$ cat src/rtl/tt_pkg.sv
// Shared definitions for the truth-table sweep harness and its downstream stages.
package tt_pkg;

    localparam int N_IN_DEF  = 7;
    localparam int TT_W_DEF  = 128;
    localparam int CNT_W_DEF = 8;

    // Sweep controller states
    typedef enum logic [1:0] {
        IDLE,
        APPLY,
        SAMPLE,
        RESULT
    } tt_state_t;

    // Result record handed to classification/logging stages
    typedef struct packed {
        logic [TT_W_DEF-1:0]  tt;
        logic [CNT_W_DEF-1:0] onset;
    } tt_result_t;

endpackage

$ cat src/rtl/tt_settle_cnt.sv
// Settle timer: cleared by load, counts while enabled, flags the last settle cycle.
module tt_settle_cnt #(
    parameter int SETTLE = 1
) (
    input  logic clk,
    input  logic rst,
    input  logic load,
    input  logic en,
    output logic expire
);

    localparam int W = (SETTLE > 1) ? $clog2(SETTLE) : 1;

    logic [W-1:0] cnt;

    // Count settle cycles of the current pattern
    always_ff @(posedge clk or posedge rst) begin
        if (rst) begin
            cnt <= '0;
        end else if (load) begin
            cnt <= '0;
        end else if (en) begin
            cnt <= cnt + W'(1);
        end
    end

    // Expire on the final settle cycle while counting
    always_comb begin
        expire = en && (cnt == W'(SETTLE - 1));
    end

endmodule

$ cat src/rtl/tt_sweep_capture.sv
// Sweeps all input patterns through an external combinational network and
// captures its truth table and onset count behind a valid/ready handshake.
module tt_sweep_capture
    import tt_pkg::*;
#(
    parameter int N_IN   = N_IN_DEF,
    parameter int SETTLE = 1,
    parameter int CNT_W  = CNT_W_DEF,
    localparam int TT_W  = 2 ** N_IN
) (
    input  logic              clk,
    input  logic              rst,
    input  logic              start,
    output logic              busy,
    output logic [N_IN-1:0]   x_drv,
    input  logic              f_in,
    output logic [TT_W-1:0]   tt,
    output logic [CNT_W-1:0]  onset,
    output logic              tt_valid,
    input  logic              tt_ready
);

    tt_state_t       state_q, state_d;
    logic [N_IN-1:0] idx;
    logic            settle_load;
    logic            settle_en;
    logic            settle_expire;
    logic            begin_sweep;
    logic            sample;
    logic            handshake;

    tt_settle_cnt #(
        .SETTLE(SETTLE)
    ) u_settle (
        .clk    (clk),
        .rst    (rst),
        .load   (settle_load),
        .en     (settle_en),
        .expire (settle_expire)
    );

    assign x_drv     = idx;
    assign busy      = (state_q == APPLY) || (state_q == SAMPLE);
    assign handshake = tt_valid && tt_ready;

    // State register
    always_ff @(posedge clk or posedge rst) begin
        if (rst) begin
            state_q <= IDLE;
        end else begin
            state_q <= state_d;
        end
    end

    // Next-state and sweep control strobes
    always_comb begin
        state_d     = state_q;
        settle_load = 1'b1;
        settle_en   = 1'b0;
        begin_sweep = 1'b0;
        sample      = 1'b0;
        case (state_q)
            IDLE: begin
                if (start) begin
                    begin_sweep = 1'b1;
                    state_d     = APPLY;
                end
            end
            APPLY: begin
                settle_load = 1'b0;
                settle_en   = 1'b1;
                if (settle_expire) begin
                    state_d = SAMPLE;
                end
            end
            SAMPLE: begin
                sample  = 1'b1;
                state_d = (&idx) ? RESULT : APPLY;
            end
            RESULT: begin
                if (handshake) begin
                    state_d = IDLE;
                end
            end
            default: state_d = IDLE;
        endcase
    end

    // Pattern index, truth-table capture and result-valid flag.
    // tt_valid is registered, so it rises one cycle after RESULT is entered.
    always_ff @(posedge clk or posedge rst) begin
        if (rst) begin
            idx      <= '0;
            tt       <= '0;
            onset    <= '0;
            tt_valid <= 1'b0;
        end else begin
            tt_valid <= (state_q == RESULT) && !handshake;
            if (begin_sweep) begin
                idx   <= '0;
                tt    <= '0;
                onset <= '0;
            end else if (sample) begin
                tt[idx] <= f_in;
                onset   <= onset + CNT_W'(f_in);
                if (!(&idx)) begin
                    idx <= idx + N_IN'(1);
                end
            end
        end
    end

endmodule

$ cat config.mk
export PLATFORM = sky130hd
export DESIGN_NAME = tt_sweep_capture
export DESIGN_NICKNAME = d
export VERILOG_FILES = /design/src/rtl/tt_pkg.sv /design/src/rtl/tt_settle_cnt.sv /design/src/rtl/tt_sweep_capture.sv
export SDC_FILE = /design/constraint.sdc
export NUM_CORES = 1
export LEC_CHECK = 0
export ABC_AREA = 1
export CORE_MARGIN = 4
export CORE_UTILIZATION = 34
export CTS_BUF_LIST = sky130_fd_sc_hd__clkbuf_4 sky130_fd_sc_hd__clkbuf_8 sky130_fd_sc_hd__clkbuf_16
export CTS_CLUSTER_DIAMETER = 150
export DETAILED_ROUTE_END_ITERATION = 6
export GPL_TIMING_DRIVEN = 0
export PLACE_DENSITY_LB_ADDON = 0.2
export SETUP_SLACK_MARGIN = 0.02
export SLEW_MARGIN = 10
export SYNTH_ARGS = -nofsm -noshare
export SYNTH_HDL_FRONTEND = slang
export SYNTH_SLANG_ARGS = --single-unit
$ cat constraint.sdc
create_clock -name clk -period 12.7 [get_ports clk]
set_input_delay 1.27 -clock clk [delete_from_list [all_inputs] [get_ports clk]]
set_output_delay 1.27 -clock clk [all_outputs]
set_load 0.03 [all_outputs]
# ---- After elaboration in Yosys (flattened, before gate mapping)
# Index checks and enable logic that the tools add are counted.
# Widths: inputs -> output; s select.
dict set report op_classes {
  n_addsub 3
  magnitude_cmp 2
  n_eq_ne 8
  muxes 21
  bitwise_logic 1
  n_reduce_logical 11
}
# cell count
set op_table {}
lappend op_table {{$mux 128} 2}
lappend op_table {{$bwmux 128} 1}
lappend op_table {{$mux 7} 3}
lappend op_table {{$mux 8} 2}
lappend op_table {{$add 8x1->8} 1}
lappend op_table {{$lt 7x8->1 const B} 1}
lappend op_table {{$mux 2} 4}
lappend op_table {{$ne 2x2->1 const B} 4}
lappend op_table {{$pmux 2 s4} 1}
lappend op_table {{$add 7x1->7 const B} 1}
lappend op_table {{$demux 1 s7} 1}
lappend op_table {{$ge 7x1->1 const B} 1}
lappend op_table {{$mux 1} 7}
lappend op_table {{$reduce_and 7->1} 1}
lappend op_table {{$eq 2x2->1 const B} 2}
lappend op_table {{$logic_and 1x1->1} 4}
lappend op_table {{$reduce_and 3->1} 1}
lappend op_table {{$eq 2x1->1 const B} 1}
lappend op_table {{$logic_not 2->1} 1}
lappend op_table {{$ne 2x1->1 const B} 1}
lappend op_table {{$reduce_and 2->1} 1}
lappend op_table {{$reduce_bool 2->1} 1}
lappend op_table {{$add 1x1->1 const B} 1}
lappend op_table {{$logic_not 1->1} 1}
lappend op_table {{other kinds (2)} 2}
dict set report totals {
  reg_bits 147
  input_bits 5
  output_inout_bits 145
  elab_cells 52
}

# ---- Depth between registers and ports, before layout
dict set report depth {
  word_depth 7
  mapped_depth 10
}

# ---- Cells and area by module
# From an unflattened synthesis, not the netlist that was laid out.
dict set report hier_totals {
  hier_cells 1149
  area_unflattened_um2 8035.2
}
# module instances cells_each area_each_um2 seq_area_each_um2
set modules_own_cells {}
lappend modules_own_cells {tt_sweep_capture 1 1139 7975.1 3653.5}
lappend modules_own_cells {tt_settle_cnt 1 10 60.1 25.0}

# ---- Worst setup path after synthesis
# OpenSTA, ideal clock, no wires.
dict set report synth_path {
  path_kind {input to register}
  startpoint {input start}
  endpoint {register tt[103]}
  arrival_ns 2.113
  required_ns 12.636
  path_slack_ns 10.522
  stages 7
  n_path_buf 2
  path_cell_list {nand2_1 buf_2 clkbuf_1 nand2_1 nand2_1 o21ai_0 inv_1}
}
dict set report synth_via {
  elab_chain_cells 3
}
# element line_no
set synth_lines {}
lappend synth_lines {{start, declared} tt_sweep_capture.sv:13} ;# input logic start,
lappend synth_lines {{$mux 1 (*)} tt_sweep_capture.sv:64} ;# if (start) begin
lappend synth_lines {{$mux 1 (*)} tt_sweep_capture.sv:62} ;# case (state_q)
lappend synth_lines {{$mux 128 / $reduce_bool 2->1 (equally long branches)} -}
lappend synth_lines {{end signal, assigned by index} tt_sweep_capture.sv:104} ;# tt[idx] <= f_in;
lappend synth_lines {{end, declared} tt_sweep_capture.sv:17} ;# output logic [TT_W-1:0] tt,
# Every way passes the cells marked *; elsewhere a longest branch is shown, timed or not.
# A chain may end at the register's enable or synchronous reset.

# ---- Final worst setup path
dict set report layout_path {
  startpoint {register state_q[1]}
  endpoint {output busy}
}
dict set report layout_via {
  elab_chain_cells 2
}
# element line_no
set layout_lines {}
lappend layout_lines {{start, declared} tt_sweep_capture.sv:23} ;# tt_state_t state_q, state_d;
lappend layout_lines {{start signal, assigned} tt_sweep_capture.sv:51} ;# state_q <= state_d;
lappend layout_lines {{$eq 2x1->1 / $eq 2x2->1 (equally long branches)} tt_sweep_capture.sv:43} ;# assign busy = (state_q == APPLY) || (state_q == SAMPLE);
lappend layout_lines {{$logic_or 1x1->1 (*)} tt_sweep_capture.sv:43}
lappend layout_lines {{end, declared} tt_sweep_capture.sv:14} ;# output logic busy,
# Marked as above.

==> impl_metrics.csv <==
group,metric,value,unit
synthesis,synth_mux_area_share,0,%
layout,drive_above_1_share,5.24,%
cts,postCtsHoldBufs,0,
floorplanning,dieArea,24800,sq um
synthesis,yosys_register_bits,147,
critical_path,worstSetupPathType,"flop to output port",
synthesis,synth.largest_area_cell,"dfrtp_1",
synthesis,synth_warnings,0,
place,hpwlAfterDp,18.1,mm
synthesis,seq_area_frac_synth,48.5,%
pwr,ir_drop,0.0811,mV
synthesis,synth_fp_nets,1053,
detailed_routing,wl,25.4,mm
sta,slew-limit-headroom,30.2,%
hold_path,hold_class,"flop to flop",
synthesis,async_flop_share,100,%
cts,cts.path.max_buffers,2,
synthesis,ys_top_cells_by_count,"nand2_1, nor2_1, dfrtp_1",
critical_path,cpPeakStageDelay,0.67,ns
synthesis,yosys.area_share.adder,1.32,%
sta,layout_min_cycle_time,3.16,ns
cts,htree_levels,4,
sta,fin_setup_tns,0,ns
critical_path,cp_cell_sequence,"inv_1 > ha_1 > clkdlybuf4s50_1",
detailed_routing,ant_nets,0,
floorplanning,die_width,157,microns
synthesis,ys_types,22,
critical_path,crit_required,11.43,ns
layout,final_cells,1501,
sta,setup_viol_count_final,0,
place,numPortBuffers,149,
sta,clock.fmax,0.316,GHz
layout,diodes,0,
synthesis,yosys.area.top_type_share,48.5,%
critical_path,worstSetupEndpointType,"output port",
detailed_routing,dr.pass1.iters,5,
cts,clk_pin_slew,0.06,ns
floorplanning,io_pins,150,
cts,cts_tree,"built",
floorplanning,start_util,34.7,%
flow_run,maxCapViolCount,0,
pwr,power_density,119,nW/um^2
synthesis,synth_compound_area_share,7.94,%
cts,postCtsSetupBuffers,0,
layout,multi_input_area,3190,sq um
cts,insertion_delay,0.43,ns
pwr,p_leak,4.86,nW
sta,rsz0062_at_grt,"false",
layout,design_area,10100,sq um
floorplanning,die_h,157,microns
detailed_routing,wl_per_cell,16.9,microns
layout,finalNetCount,1222,
global_routing,track_usage,20.8,%
layout,fillers,2226,
detailed_routing,drc,0,
synthesis,synth_edf_count,0,
sta,finalMaxSlewViolations,0,
cts,cts_root_buffer,"clkbuf_16",
synthesis,synth_cells,1040,
critical_path,cp_max_fo,4,
global_routing,grt_max_degree,100,
global_routing,antenna_found_initial,0,
layout,syn2layout_area_growth,32.8,%
critical_path,cp.buffers_inverters,2,
sta,period_share,24.9,%
critical_path,startpoint_type,"flop",
pwr,power,0.00120,W
place,place.gp.congestion,0.885,
global_routing,grt_pass1_vias,6915,
synthesis,synth_top_family_by_area,"simple AND/OR/NAND/NOR gates",
sta,hold_viol_final,0,
critical_path,cp_slowest_cell,"clkdlybuf4s50_1",
place,place_area,9470,sq um
synthesis,ys_dominant_reg_cell,"dfrtp_1",
cts,cts-resized-gates,0,
synthesis,synth_xor_area_share,0,%
synthesis,synth_simple_gate_area_share,32.8,%
run_status,status,"complete, no violations",
critical_path,worstPathArrival,1.89,ns
floorplanning,core_region_area,21900,sq um
global_routing,grt_pass1_wl,39.6,mm
synthesis,synthMostInstantiatedCell,"nand2_1",
detailed_routing,vias,7321,
floorplanning,rows,54,
detailed_routing,drt_iter0_drc,572,
cts,cts_buffers,17,
layout,seqCellArea,3680,sq um
place,placed_cells_incl_taps,1470,
sta,finalClockSkew,0.00840,ns
synthesis,netlist_area,7590,sq um
cts,cts_sinks,147,
sta,tightestPinTransition,1.04,ns
critical_path,cp_top_family,"buffers and inverters",
synthesis,synth_area_per_cell,7.30,sq um
synthesis,ys_top_cells_by_area,"dfrtp_1, nand2_1, nor2_1",
global_routing,overflow,0,
detailed_routing,viasPerCell,4.88,
-- stage by stage --
stage	hold slack (ns)	util, %	setup WS [ns]
finish	0.427	46.1	9.54
global placement	0.415	43.1	5.05
floorplan	0.400	-	7.48
detailed placement	0.414	43.3	9.41
CTS	0.430	46.1	9.50
global route	0.457	46.1	9.45
-- routing by layer --
| metal | wire length [microns] | up-vias | global-route usage (%) |
|---|---|---|---|
| met3 | 1830 | 41 | 4.87 |
| met4 | 704 | 0 | 7.74 |
| met1 | 11500 | 3438 | 29.0 |
| met2 | 11400 | 270 | 31.5 |
| li1 | - | 3572 | - |
| met5 | 0 | - | 0 |
-- sequential cells by signal (all words and copies together), names as in the netlist --
register / flops
state_q: 2
x_drv: 7
tt_valid: 1
u_settle.cnt: 1
onset: 8
tt: 128
-- cell usage in the layout (no fill, tap or decap), types with 4 or more instances in the layout --
cell type and count:
a21boi_0 9, a21oi_1 5, buf_2 19, clkbuf_1 27, clkbuf_16 17, clkdlybuf4s50_1 149, dfrtp_1 147, ha_1 8
inv_1 122, nand2_1 302, nand3_1 81, nand4_1 4, nor2_1 157, nor3_1 57, o21a_1 34, o21ai_0 51
-- where the power goes --
group / leakage [nW] / switching [W] / internal, W
Sequential: 1.60 / 0.0000183 / 0.000491
Combinational: 2.97 / 0.0000955 / 0.0000597
Clock: 0.296 / 0.000203 / 0.000330
Total: 4.86 / 0.000317 / 0.000881
-- path summary, 6_finish.rpt --
path | cells after the start | start | to | slack, ns
max | 3 | state_q[1]$_DFFE_PP0P_ | busy | 9.54
min | 1 | u_settle.cnt$_DFF_PP0_ | u_settle.cnt$_DFF_PP0_ | 0.43
max reg2reg | 8 | state_q[0]$_DFFE_PP0P_ | tt[118]$_DFFE_PP0P_ | 10.35
min reg2reg | 1 | u_settle.cnt$_DFF_PP0_ | u_settle.cnt$_DFF_PP0_ | 0.43
max in group asynchronous | 3 | rst | tt[33]$_DFFE_PP0P_ | 10.62
min in group asynchronous | 2 | rst | tt[55]$_DFFE_PP0P_ | 1.25
-- final cells by class --
class	instances	area share, %
Clock inverter	8	1.25
Multi-Input combinational cell	714	31.7
Tap cell	280	3.47
Sequential cell	147	36.5
Inverter	125	4.73
Clock buffer	23	4.85
Timing Repair Buffer	150	15.1
Buffer	54	2.51
-- cells by family after synthesis --
group                      Yosys count
and+or+nand+nor                    607
buffers and inverters              179
DFF                                147
AOI/OAI and AO/OA                   99
adders and majority gates            8
Power figures use the tool's default switching activity.
